**src/rtl/aes_pkg.sv**
```systemverilog
// Shared AES GF(2^8) helpers and the column type used by the mix datapaths.
package aes_pkg;

  // Low byte of the AES reduction polynomial x^8 + x^4 + x^3 + x + 1.
  localparam logic [7:0] AES_POLY = 8'h1B;

  // One state column; element [r] holds row r.
  typedef logic [3:0][7:0] aes_col_t;

  // Multiply by x (i.e. by 02) modulo the AES polynomial.
  function automatic logic [7:0] xtime(input logic [7:0] b);
    return {b[6:0], 1'b0} ^ (b[7] ? AES_POLY : 8'h00);
  endfunction

  // Multiply by one of the MixColumns/InvMixColumns constants.
  // Built from the x2/x4/x8 chain, so only the constants actually used are supported.
  function automatic logic [7:0] gf_mul(input logic [7:0] b, input logic [7:0] c);
    logic [7:0] x2;
    logic [7:0] x4;
    logic [7:0] x8;
    logic [7:0] res;
    x2 = xtime(b);
    x4 = xtime(x2);
    x8 = xtime(x4);
    case (c)
      8'h02:   res = x2;
      8'h03:   res = x2 ^ b;
      8'h09:   res = x8 ^ b;
      8'h0B:   res = x8 ^ x2 ^ b;
      8'h0D:   res = x8 ^ x4 ^ b;
      8'h0E:   res = x8 ^ x4 ^ x2;
      default: res = b;
    endcase
    return res;
  endfunction

endpackage

```
**src/rtl/gf_mix_word.sv**
```systemverilog
// Combinational MixColumns / InvMixColumns of one full column, with a pass-through
// for the final round. Shared with the parallel-datapath variant.
module gf_mix_word
  import aes_pkg::*;
(
  input  aes_col_t i_col,
  input  logic     i_inverse,
  input  logic     i_bypass,
  output aes_col_t o_col
);

  // One output row: a0 is the same row, a1..a3 the following rows (wrapping).
  function automatic logic [7:0] mix_row(input logic [7:0] a0, input logic [7:0] a1,
                                         input logic [7:0] a2, input logic [7:0] a3,
                                         input logic inv);
    logic [7:0] res;
    if (inv) begin
      res = gf_mul(a0, 8'h0E) ^ gf_mul(a1, 8'h0B) ^ gf_mul(a2, 8'h0D) ^ gf_mul(a3, 8'h09);
    end else begin
      res = gf_mul(a0, 8'h02) ^ gf_mul(a1, 8'h03) ^ a2 ^ a3;
    end
    return res;
  endfunction

  // Circulant matrix product, or the column untouched when bypassed.
  always_comb begin
    o_col = i_col;
    if (!i_bypass) begin
      o_col[0] = mix_row(i_col[0], i_col[1], i_col[2], i_col[3], i_inverse);
      o_col[1] = mix_row(i_col[1], i_col[2], i_col[3], i_col[0], i_inverse);
      o_col[2] = mix_row(i_col[2], i_col[3], i_col[0], i_col[1], i_inverse);
      o_col[3] = mix_row(i_col[3], i_col[0], i_col[1], i_col[2], i_inverse);
    end
  end

endmodule

```
**src/rtl/byte_mix_column_unit.sv**
```systemverilog
// Byte-serial AES MixColumns stage: gathers four row bytes, mixes the column on the
// edge that accepts row 3 (using the live row-3 byte) and drains it over four cycles.
module byte_mix_column_unit
  import aes_pkg::*;
#(
  parameter logic [7:0] OUT_IDLE = 8'h00
) (
  input  logic       clk,
  input  logic       rst,
  input  logic       rst_synch,
  input  logic       in_valid,
  input  logic [7:0] in_byte,
  input  logic       inverse,
  input  logic       bypass,
  output logic       out_valid,
  output logic [7:0] out_byte
);

  logic [1:0]       r_row;
  logic [2:0][7:0]  r_col;
  logic             r_inv;
  logic             r_byp;
  aes_col_t         r_sr;
  logic [2:0]       r_cnt;

  aes_col_t         w_col;
  aes_col_t         w_mix;
  logic             w_last;

  // Rows 0..2 come from the column registers, row 3 straight from the input.
  assign w_col  = {in_byte, r_col[2], r_col[1], r_col[0]};
  assign w_last = in_valid && (r_row == 2'd3);

  gf_mix_word u_mix (
    .i_col     (w_col),
    .i_inverse (r_inv),
    .i_bypass  (r_byp),
    .o_col     (w_mix)
  );

  // ---- collection stage: row counter, column bytes and per-column mode latch ----
  always_ff @(posedge clk or posedge rst) begin
    if (rst) begin
      r_row <= 2'd0;
      r_col <= '0;
      r_inv <= 1'b0;
      r_byp <= 1'b0;
    end else if (rst_synch) begin
      r_row <= 2'd0;
      r_col <= '0;
      r_inv <= 1'b0;
      r_byp <= 1'b0;
    end else if (in_valid) begin
      r_row <= r_row + 2'd1;
      case (r_row)
        2'd0: begin
          r_col[0] <= in_byte;
          r_inv    <= inverse;
          r_byp    <= bypass;
        end
        2'd1:    r_col[1] <= in_byte;
        2'd2:    r_col[2] <= in_byte;
        default: ;
      endcase
    end
  end

  // ---- drain stage: load the mixed column (load beats the last shift), then shift out ----
  always_ff @(posedge clk or posedge rst) begin
    if (rst) begin
      r_sr  <= '0;
      r_cnt <= 3'd0;
    end else if (rst_synch) begin
      r_sr  <= '0;
      r_cnt <= 3'd0;
    end else if (w_last) begin
      r_sr  <= w_mix;
      r_cnt <= 3'd4;
    end else if (r_cnt != 3'd0) begin
      r_sr  <= {8'h00, r_sr[3:1]};
      r_cnt <= r_cnt - 3'd1;
    end
  end

  assign out_valid = (r_cnt != 3'd0);
  assign out_byte  = out_valid ? r_sr[0] : OUT_IDLE;

endmodule

```
**config.mk**
```make
export PLATFORM = sky130hd
export DESIGN_NAME = byte_mix_column_unit
export DESIGN_NICKNAME = d
export VERILOG_FILES = /design/src/rtl/aes_pkg.sv /design/src/rtl/gf_mix_word.sv /design/src/rtl/byte_mix_column_unit.sv
export SDC_FILE = /design/constraint.sdc
export NUM_CORES = 1
export LEC_CHECK = 0
export CORE_ASPECT_RATIO = 0.8
export CORE_MARGIN = 2
export CORE_UTILIZATION = 48
export CTS_CLUSTER_SIZE = 14
export DETAILED_ROUTE_END_ITERATION = 16
export PLACE_DENSITY_LB_ADDON = 0.08
export SYNTH_ARGS = -nofsm -noshare
export SYNTH_HDL_FRONTEND = slang
export SYNTH_HIERARCHICAL = 1
export SYNTH_SLANG_ARGS = --single-unit
```
**constraint.sdc**
```tcl
create_clock -name clk -period 7.9 [get_ports clk]
set_clock_uncertainty 0.15 [all_clocks]
set_input_delay 1.185 -clock clk [delete_from_list [all_inputs] [get_ports clk]]
set_output_delay 1.185 -clock clk [all_outputs]
set_load 0.1 [all_outputs]
```
==> qor.csv <==
metric,value,unit
final_max_slew_viol_count,0,
maxClockFrequency,234.1,MHz
mostFrequentLayoutCells,"xnor2_1 (136), nand2_1 (116), dfrtp_1 (63), a21oi_1 (46), nor2_1 (42)",
ys_types,39,
final_layout_size_suffix_gt1_share,11.74,%
cts_hold_buf,0,
die_w,132.2,um
ys_ff_latch,63,
dp_hpwl,12000,um
htreeDepth,3,
cp_top_family,buffers and inverters,
required,6.57,ns
cts_max_path_buffers,2,
p_leak,0.002688,uW
syn_area,6314,um2
grt_usage,24.72,%
grt_antenna_before_repair,0,
p_per_area,223.1,nW/um2
postCtsSetupRepairBufs,0,
end_kind,primary output,
drv_cap,0,
hold_viol_final,0,
grt_overflow,0,
status,"finished, final reports clean",
crit_path_start_kind,flop,
antennaDiodeCount,0,
async_flop_share,100.0,%
drtIter0Drc,269,
final_nets,671,
cts_tree,done,
wl,16650,um
dieArea,14090,um2
setup_violations,0,
worstMarginPinSlew,0.9711,ns
num_rows,37,
core,12870,um2
crit_fanout,35,
syn2layout_area_growth,6.679,%
gp_congestion,0.9162,
path_clk_slew,0.06,ns
clkSinkCount,63,
vias_per_cell,5.521,
initial_core_util,49.06,%
postSynthNetCount,693,
drc,0,
rsz0062_at_grt,false,
wire_per_inst,20.03,um
dr.pass1.iters,5,
port_buffers,22,
ys_seq_area_share,24.97,%
layout_commonest_cell,xnor2_1,
grt_pass1_vias,4461,
ios,23,
max_slew_margin,35.06,%
crit_path_cell_trace,"inv_1, ha_1, nor2b_2, buf_4, inv_8, and2_1, clkdlybuf4s50_1",
drtAntennaViolNets,0,
hp-class,reg -> reg,
dp_cells,815,
critPathKind,reg -> out,
slowest_stage,clkdlybuf4s50_1,
period_minus_slack,4.272,ns
max_stage_delay,1.14,ns
ctsResizeCount,0,
arrival,2.94,ns
grt_max_degree,64,
ys.flop_type,dfrtp_1,
syn_area_per_cell,9.381,um2
vias,4588,
critical_path_buf_inv_count,4,
fin_tns_setup,0,ns
clock_latency,0.34,ns
peakVddDrop,0.1207,mV
cts-root-buf,clkbuf_16,
grt_first_pass_wirelength,26570,um
die_h,106.6,um
final_cell_count_no_fill,831,
synth_cells,673,
cts_buffers,9,
fin_crit_sh,54.08,%
synth-edff-count,0,
yosysWarnings,6,
routing by layer:
layer | vias up | track usage (%) | wire length [um]
met5 | - | 0 | 0
met4 | 0 | 5.300 | 160
met1 | 2267 | 36.79 | 8168
li1 | 2168 | - | -
met2 | 139 | 37.24 | 7279
met3 | 14 | 5.012 | 1041
cells in the mapped netlist (3+ instances only):
| cell type | number | share of area, % |
|---|---|---|
| xnor3_2 | 3 | 1.1 |
| a311oi_2 | 21 | 5.0 |
| mux2i_1 | 5 | 0.79 |
| inv_1 | 11 | 0.65 |
| a211oi_1 | 4 | 0.48 |
| and2_1 | 10 | 0.99 |
| ha_1 | 6 | 1.2 |
| xnor3_1 | 26 | 9.3 |
| buf_4 | 8 | 0.95 |
| buf_1 | 3 | 0.18 |
| nand2_1 | 116 | 6.9 |
| buf_6 | 8 | 1.4 |
| dfrtp_1 | 63 | 25 |
| a21oi_1 | 46 | 3.6 |
| xnor2_1 | 136 | 19 |
| clkbuf_1 | 24 | 1.4 |
| mux2_2 | 8 | 1.4 |
| a311oi_1 | 5 | 0.69 |
| nor3_1 | 3 | 0.24 |
| o21ai_1 | 4 | 0.32 |
| buf_2 | 16 | 1.3 |
| xor3_1 | 6 | 2.3 |
| nor2_1 | 42 | 2.5 |
| xnor2_2 | 10 | 2.6 |
| xor2_1 | 36 | 5.0 |
| nand3_1 | 24 | 1.9 |
| o21ai_0 | 11 | 0.87 |
path summary, 6_finish.rpt:
kind | start | end | slack (ns) | cells past startpoint
hold reg to reg | r_sr[26] | r_sr[26] | 0.38 | 2
setup reg to reg | r_col[22] | r_sr[12] | 4.68 | 8
max in group asynchronous | rst | r_sr[30] | 5.79 | 3
hold / removal | r_sr[26] | r_sr[26] | 0.38 | 2
min in group asynchronous | rst | r_row[1] | 1.26 | 3
setup / recovery | r_cnt[0] | out_byte[7] | 3.63 | 7
final cells by class:
cell class / instances / area, um2
Inverter: 12 / 52.55
Clock inverter: 7 / 73.82
Sequential cell: 63 / 1577
Fill cell: 1235 / 6135
Tap cell: 175 / 219.0
Timing Repair Buffer: 30 / 275.3
Multi-Input combinational cell: 535 / 4313
Clock buffer: 9 / 225.2
tightest hold or removal path: cells and delay by family (launching register included):
kind	cells	cell delay, ns
flops	1	0.37
simple gates	1	0.07
compound gates	1	0.06
cells by family after synthesis:
logic type               synth area share [%]
XOR/XNOR                                40.01
AND/OR/NAND/NOR                         12.96
AO/OA/AOI/OAI                           11.93
buffers and inverters                   6.718
flip-flops                              24.97
multiplexers                            2.220
adder cells (fa/ha/maj)                 1.189
report_power, final:
group / total [uW] / switching [uW] / internal [uW]
registers: 370 / 29.8 / 340
clock network: 406 / 162 / 244
logic: 727 / 407 / 320
stage by stage:
step	util (%)	instance area [um2]	worst slack (ns)	hold WS, ns	total power (uW)
after floorplan	-	6314	4.449	0.3473	1008
after global placement	50.01	6436	3.568	0.3711	1093
after detailed placement	50.01	6436	3.519	0.3782	1099
after CTS	52.33	6735	3.592	0.3870	1512
after global routing	52.33	6735	3.525	0.4089	1582
final	52.33	6735	3.628	0.3813	1503
registers in the layout, summed over array words and instances (netlist names):
name,flops
r_sr,32
r_col,24
r_inv,1
r_cnt,3
r_byp,1
r_row,2
No activity file was read; power rests on OpenSTA's default activity.
